File: config.mk
export PLATFORM = sky130hd
export DESIGN_NAME = piso_serializer
export DESIGN_NICKNAME = d
export VERILOG_FILES = /design/src/rtl/piso_pkg.sv /design/src/rtl/piso_bit_counter.sv /design/src/rtl/piso_serializer.sv
export SDC_FILE = /design/constraint.sdc
export NUM_CORES = 1
export LEC_CHECK = 0
export ABC_AREA = 0
export CORE_AREA = 2 2 39 41
export DETAILED_ROUTE_END_ITERATION = 6
export DIE_AREA = 0 0 41 43
export SLEW_MARGIN = 10
export SYNTH_ARGS = -nofsm -noshare
export SYNTH_HDL_FRONTEND = slang
export SYNTH_SLANG_ARGS = --single-unit
File: constraint.sdc
create_clock -name clk -period 1.3 [get_ports clk]
set_input_delay 0.13 -clock clk [delete_from_list [all_inputs] [get_ports clk]]
set_output_delay 0.13 -clock clk [all_outputs]
set_load 0.01 [all_outputs]
File: src/rtl/piso_pkg.sv
// Shared definitions for the parallel-in/serial-out serializer.
// Defining PISO_PARITY_EN widens the bit counter to hold WIDTH+1 values.
package piso_pkg;

  typedef enum logic [1:0] {
    IDLE   = 2'd0,
    SHIFT  = 2'd1,
    PARITY = 2'd2
  } state_t;

  localparam int DEFAULT_WIDTH = 4;

  function automatic int cnt_width(input int width);
`ifdef PISO_PARITY_EN
    return $clog2(width + 1);
`else
    return $clog2(width);
`endif
  endfunction

endpackage

File: src/rtl/piso_bit_counter.sv
// Loadable up-counter that clears on load and saturates at LIMIT.
// The terminal-count flag tc is high while the count equals LIMIT.
module piso_bit_counter #(
  parameter int CNT_W = 2,
  parameter int LIMIT = 3
) (
  input  logic clk,
  input  logic rs,
  input  logic load,
  input  logic en,
  output logic tc
);

  localparam logic [CNT_W-1:0] LIMIT_V = CNT_W'(LIMIT);

  logic [CNT_W-1:0] cnt;

  assign tc = (cnt == LIMIT_V);

  // Saturating at LIMIT keeps the count from wrapping if en stays high.
  always_ff @(posedge clk or posedge rs) begin
    if (rs) begin
      cnt <= '0;
    end else if (load) begin
      cnt <= '0;
    end else if (en && !tc) begin
      cnt <= cnt + 1'b1;
    end
  end

endmodule

File: src/rtl/piso_serializer.sv
// Parallel-in/serial-out serializer feeding the serial delay line D input.
// Defining PISO_PARITY_EN appends an even-parity bit to every frame.
module piso_serializer
  import piso_pkg::*;
#(
  parameter int WIDTH     = DEFAULT_WIDTH,
  parameter bit MSB_FIRST = 1'b1
) (
  input  logic             clk,
  input  logic             rs,
  input  logic [WIDTH-1:0] din,
  input  logic             din_valid,
  output logic             din_ready,
  output logic             sout,
  output logic             sout_valid,
  output logic             busy
);

  localparam int CNT_W = cnt_width(WIDTH);

  state_t           state;
  state_t           state_next;
  logic [WIDTH-1:0] shreg;
  logic             accept;
  logic             last_bit;
  logic             cnt_clear;
  logic             data_bit;

  // last_bit marks the final data bit of the frame.
  piso_bit_counter #(
    .CNT_W (CNT_W),
    .LIMIT (WIDTH - 1)
  ) u_bit_counter (
    .clk  (clk),
    .rs   (rs),
    .load (cnt_clear),
    .en   (state == SHIFT),
    .tc   (last_bit)
  );

  always_comb begin
    state_next = state;
    din_ready  = 1'b0;
    case (state)
      IDLE: begin
        din_ready = 1'b1;
      end
      SHIFT: begin
        if (last_bit) begin
`ifdef PISO_PARITY_EN
          state_next = PARITY;
`else
          din_ready  = 1'b1;
          state_next = IDLE;
`endif
        end
      end
`ifdef PISO_PARITY_EN
      PARITY: begin
        din_ready  = 1'b1;
        state_next = IDLE;
      end
`endif
      default: begin
        state_next = IDLE;
      end
    endcase
    accept = din_valid && din_ready;
    if (accept) begin
      state_next = SHIFT;
    end
    cnt_clear = accept || (state_next != SHIFT);
  end

  always_ff @(posedge clk or posedge rs) begin
    if (rs) begin
      state <= IDLE;
    end else begin
      state <= state_next;
    end
  end

  // Clearing shreg on the way to IDLE guarantees sout idles low.
  always_ff @(posedge clk or posedge rs) begin
    if (rs) begin
      shreg <= '0;
    end else if (accept) begin
      shreg <= din;
    end else if (state_next == IDLE) begin
      shreg <= '0;
    end else if (state == SHIFT) begin
      if (MSB_FIRST) begin
        shreg <= {shreg[WIDTH-2:0], 1'b0};
      end else begin
        shreg <= {1'b0, shreg[WIDTH-1:1]};
      end
    end
  end

  assign data_bit = MSB_FIRST ? shreg[WIDTH-1] : shreg[0];

`ifdef PISO_PARITY_EN
  logic parity_q;

  // Parity is captured at accept so later din changes cannot disturb it.
  always_ff @(posedge clk or posedge rs) begin
    if (rs) begin
      parity_q <= 1'b0;
    end else if (accept) begin
      parity_q <= ^din;
    end
  end

  assign sout = (state == PARITY) ? parity_q : data_bit;
`else
  assign sout = data_bit;
`endif

  assign sout_valid = (state != IDLE);
  assign busy       = (state != IDLE);

endmodule

== After elaboration in Yosys (flattened, before gate mapping) ==
Index checks and enable logic that the tools add are counted.

* Output and inout port bits: 4
* Input bits: 7
* Bits in registers: 8
* Logic and storage cells: 26

* Add/sub/neg operators: 1
* Reductions and logical operators: 9
* Muxes and demuxes: 10
* Eq/ne operators: 3

{| class="wikitable"
|+ Operator list
! cell !! count
|-
| $mux W4 || 3
|-
| $mux W2 || 4
|-
| $logic_not A2 Y1 || 2
|-
| $pmux W2 S2 || 1
|-
| $reduce_bool A2 Y1 || 2
|-
| $reduce_bool A3 Y1 || 1
|-
| $add A2 B1 Y2 const B || 1
|-
| $eq A2 B1 Y1 const B || 1
|-
| $eq A2 B2 Y1 const B || 1
|-
| $logic_and A1 B1 Y1 || 2
|-
| $ne A2 B1 Y1 const B || 1
|-
| $pmux W1 S2 || 1
|-
| $logic_not A1 Y1 || 1
|-
| $logic_or A1 B1 Y1 || 1
|-
| $mux W1 || 1
|}

== Longest topological paths before layout ==
* Depth in word-level cells: 8
* Mapped depth: 4
* Gate-level depth less buffers: 4

== Hierarchy ==
A second synthesis with hierarchy kept.

* Cells, all modules: 38
* Area total of the unflattened synthesis: 392.9 um^2

{| class="wikitable"
|+ Modules (own cells, without submodules)
! module !! area an instance (um^2) !! times used !! cells each !! seq. area each (um^2)
|-
| piso_serializer || 265.3 || 1 || 27 || 150.1
|-
| piso_bit_counter || 127.6 || 1 || 11 || 50.0
|}

== Least setup slack after synthesis ==
OpenSTA, ideal clock, no wires.

* Path kind: register to register
* Start point: register u_bit_counter.cnt[0]
* End point: register shreg[0]
* Arrival: 1027 ps
* Setup time: 120 ps
* Required time: 1180 ps
* Setup slack: 153 ps
* Period minus slack after synthesis: 1147 ps
* Stages on the path, launching flop included: 5
* Buffers on the path: 0
* Path through: dfrtp_1 > ha_1 > and2b_4 > nor2_2 > and3_1

* Word-level cells in the longest chain between the ends: 8
* Elaborated cells on any way between the ends: 11
* Those cells by class: eq/ne: 1; mux: 7; reduce/logical: 3

{| class="wikitable"
|+ RTL lines
! item !! line !! source
|-
| start, declared || piso_bit_counter.sv:16 || <nowiki>logic [CNT_W-1:0] cnt;</nowiki>
|-
| start signal, assigned || piso_bit_counter.sv:27 || <nowiki>cnt <= cnt + 1'b1;</nowiki>
|-
| $eq A2 B2 Y1 * || piso_bit_counter.sv:18 || <nowiki>assign tc = (cnt == LIMIT_V);</nowiki>
|-
| $mux W1 * || piso_serializer.sv:49 || <nowiki>if (last_bit) begin</nowiki>
|-
| $pmux W1 S2 * || piso_serializer.sv:44 || <nowiki>case (state)</nowiki>
|-
| net din_ready || piso_serializer.sv:13 || <nowiki>output logic din_ready,</nowiki>
|-
| $logic_and A1 B1 Y1 * || piso_serializer.sv:68 || <nowiki>accept = din_valid && din_ready;</nowiki>
|-
| $mux W2 || piso_serializer.sv:69 || <nowiki>if (accept) begin</nowiki>
|-
| $logic_not A2 Y1 || piso_serializer.sv:89 || <nowiki>end else if (state_next == IDLE) begin</nowiki>
|-
| $mux W4 || piso_serializer.sv:89 ||
|-
| $mux W4 || piso_serializer.sv:87 || <nowiki>end else if (accept) begin</nowiki>
|-
| end signal, assigned || piso_serializer.sv:88 || <nowiki>shreg <= din;</nowiki>
|-
| end signal, assigned || piso_serializer.sv:93 || <nowiki>shreg <= {shreg[WIDTH-2:0], 1'b0};</nowiki>
|-
| end signal, assigned || piso_serializer.sv:95 || <nowiki>shreg <= {1'b0, shreg[WIDTH-1:1]};</nowiki>
|-
| end, declared || piso_serializer.sv:23 || <nowiki>logic [WIDTH-1:0] shreg;</nowiki>
|}

The timed path passes the listed nets; every way through them passes the cells marked *.
A chain may end at the register's enable or synchronous reset.

== Worst setup path after layout ==
* Start point: register u_bit_counter.cnt[0]
* End point: output din_ready

* Word-level cells in the longest chain between the ends: 3

{| class="wikitable"
|+ RTL lines
! item !! line
|-
| $eq A2 B2 Y1 || piso_bit_counter.sv:18
|-
| $mux W1 || piso_serializer.sv:49
|-
| $pmux W1 S2 || piso_serializer.sv:44
|-
| end, declared || piso_serializer.sv:13
|}

Every way passes these cells.

==> results_dict.tcl <==
set metrics [dict create \
    outcome "complete, but fails checks" \
    violations "setup timing" \
    area_delta_synth_final_pct 48.3 \
    yosysSeqAreaShare_pct 60.8 \
    hold_viol 0 \
    synthAdderAreaFrac_pct 3.80 \
    ys_types 17 \
    min_period_over_period_pct 104 \
    clk_pin_slew_worst_paths_ps 50 \
    cp-end-kind "primary output" \
    via_per_inst 4.15 \
    synth_top_family_by_area "simple AND/OR/NAND/NOR gates" \
    wire_per_inst_um 10.3 \
    finalWorstSetupSlack_ps -46.7 \
    drt_iter0_markers 5 \
    cts_tree "done" \
    syn_area_per_cell_um2 10.6 \
    grtUsageTotal_pct 9.93 \
    drive_above_1_share_pct 30.4 \
    num_vias 257 \
    hpwlAfterDp_um 449 \
    powerDensity_mw_per_mm2 1100 \
    ioPinCount 11 \
    finalSetupViolCount 1 \
    fin_area_um2 488 \
    final_nets 56 \
    fin_skew_ps 5.22 \
    vdd_drop_max_mv 0.445 \
    grt_antenna_before_repair 0 \
    die_w_um 41 \
    coreArea_mm2 0.00138 \
    cts_buffer_depth 2 \
    synth_mux_area_share_pct 0 \
    cts_buffers 3 \
    hold_class "input port to asynchronous set/reset pin" \
    yosys_warnings 0 \
    cts_hold_buffers 0 \
    grt_pass1_wl_um 1090 \
    drtPass1Iterations 4 \
    synthCells 31 \
    grt_max_degree 9 \
    rrSetupSlack_ps 120 \
    gp_congestion 0.777 \
    clkLatencyLatePin_ps 250 \
    synth-simple-area-share_pct 24.7 \
    slew_violations 0 \
    dieArea_mm2 0.00176 \
    syn_area_um2 329 \
    ant_nets 0 \
    dpl-instance-area_um2 452 \
    die_h_um 43 \
    fin_util_pct 35.3 \
    drt_wl_total_um 641 \
    holdWs_ps 113 \
    io_buffers 10 \
    layout_min_cycle_time_ps 1350 \
    drc 0 \
    p_total_uw 534 \
    required_ps 1170 \
    htreeDepth 1 \
    max_freq_ghz 0.743 \
    grt_pass1_vias 260 \
    syn-num-nets 39 \
    diodes 0 \
    arrival_ps 1220 \
    synth-compound-area-share_pct 4.56 \
    rsz0062_at_grt "yes" \
    grt-ovfl-total 0 \
    synth-xor-area-share_pct 0 \
    crit_path_start_kind "register" \
    crit_type "register to primary output" \
    p_leak_nw 0.230 \
    crit_path_max_fanout 2 \
    initial_utilization_pct 23.8 \
    cap_violations 0 \
    root_buffer "clkbuf_4" \
    fp-row-count 14 \
    ys_ff_latch 8 \
    cts_sinks 8 \
]
[cells by family after synthesis]
group	count (synthesis)
flip-flops	8
other	1
buffers and inverters	3
adder cells (fa/ha/maj)	1
AO/OA/AOI/OAI	3
AND/OR/NAND/NOR	15
[metal layers]
layer / global-route usage (%) / up-vias / part of all wire, %
met1: 12.6 / 112 / 47
met5: 0 / - / 0
li1: - / 129 / -
met2: 12.2 / 13 / 40
met4: 8.00 / 0 / 3.1
met3: 4.71 / 3 / 10
[power breakdown]
| group | leakage, nW | switching, mW | total [mW] | internal (mW) |
|---|---|---|---|---|
| clock network | 0.0138 | 0.0821 | 0.188 | 0.105 |
| logic | 0.110 | 0.0356 | 0.0815 | 0.0460 |
| registers | 0.106 | 0.00490 | 0.265 | 0.260 |
[final timing paths]
| check | cells past startpoint | end | startpoint |
|---|---|---|---|
| hold / removal | 2 | shreg[0] | rs |
| min in group clk | 1 | u_bit_counter.cnt[0] | u_bit_counter.cnt[0] |
| setup reg to reg | 5 | shreg[1] | u_bit_counter.cnt[0] |
| max in group asynchronous | 2 | u_bit_counter.cnt[1] | rs |
| setup / recovery | 4 | din_ready | u_bit_counter.cnt[0] |
| hold reg to reg | 1 | u_bit_counter.cnt[0] | u_bit_counter.cnt[0] |
[cell type report]
type | instances | area [um^2]
inverters | 1 | 3.75
repair buffers | 14 | 121
multi-input cells | 20 | 120
well taps | 16 | 20.0
fillers | 144 | 896
clock buffers | 3 | 22.5
flip-flops and latches | 8 | 200
[sequential cells by signal, summed over array words and instances, names as in the netlist]
name	count
shreg	4
state	2
u_bit_counter.cnt	2
[worst max-delay path, stage by stage (launching register included)]
cell	delay, ps
dfrtp_1	370
ha_2	180
and2b_4	260
nor2_4	40
buf_6	110
[synth_stat cells]
master    number  area share, %
nand3_1        3            4.6
nor2_1         2            2.3
ha_1           1            3.8
buf_4          1            2.3
nand2_1        3            3.4
and2b_4        1            3.0
nand2b_1       1            1.9
or2_2          1            1.9
nor3b_1        1            2.3
buf_2          1            1.5
a21oi_1        3            4.6
and3_1         1            1.9
conb_1         1            1.1
nor2_2         1            1.9
nor3_1         1            1.5
inv_1          1            1.1
dfrtp_1        8             61
[metrics by stage]
| stage | TNS, ps | std cells | worst slack, ps |
|---|---|---|---|
| 2_1_floorplan | 0 | 31 | 153 |
| 3_3_place_gp | -173 | 57 | -173 |
| 3_5_place_dp | -175 | 57 | -175 |
| 4_1_cts | -37.3 | 62 | -37.3 |
| 5_1_grt | -81.0 | 62 | -81.0 |
| 6_report | -46.7 | 62 | -46.7 |
[cells in the final DEF, fill, tap and decap left out]
cell type        count
buf_6                1
clkdlybuf4s50_1      7
nor2_4               1
a21oi_1              3
nand3_1              3
clkbuf_4             3
nor2_1               2
conb_1               1
and2b_4              1
nor3b_1              1
buf_2                2
nand2_1              3
inv_1                1
nor3_1               1
or2_2                1
nand2b_1             1
ha_2                 1
and3_1               1
buf_4                4
dfrtp_1              8
[repair_timing]
action                     4_1_cts  5_1_grt
setup endpoints to repair        3        1
buffers inserted                 2        0
resized for setup               15        0
pin swaps                        1        1
Power figures use the tool's default switching activity.
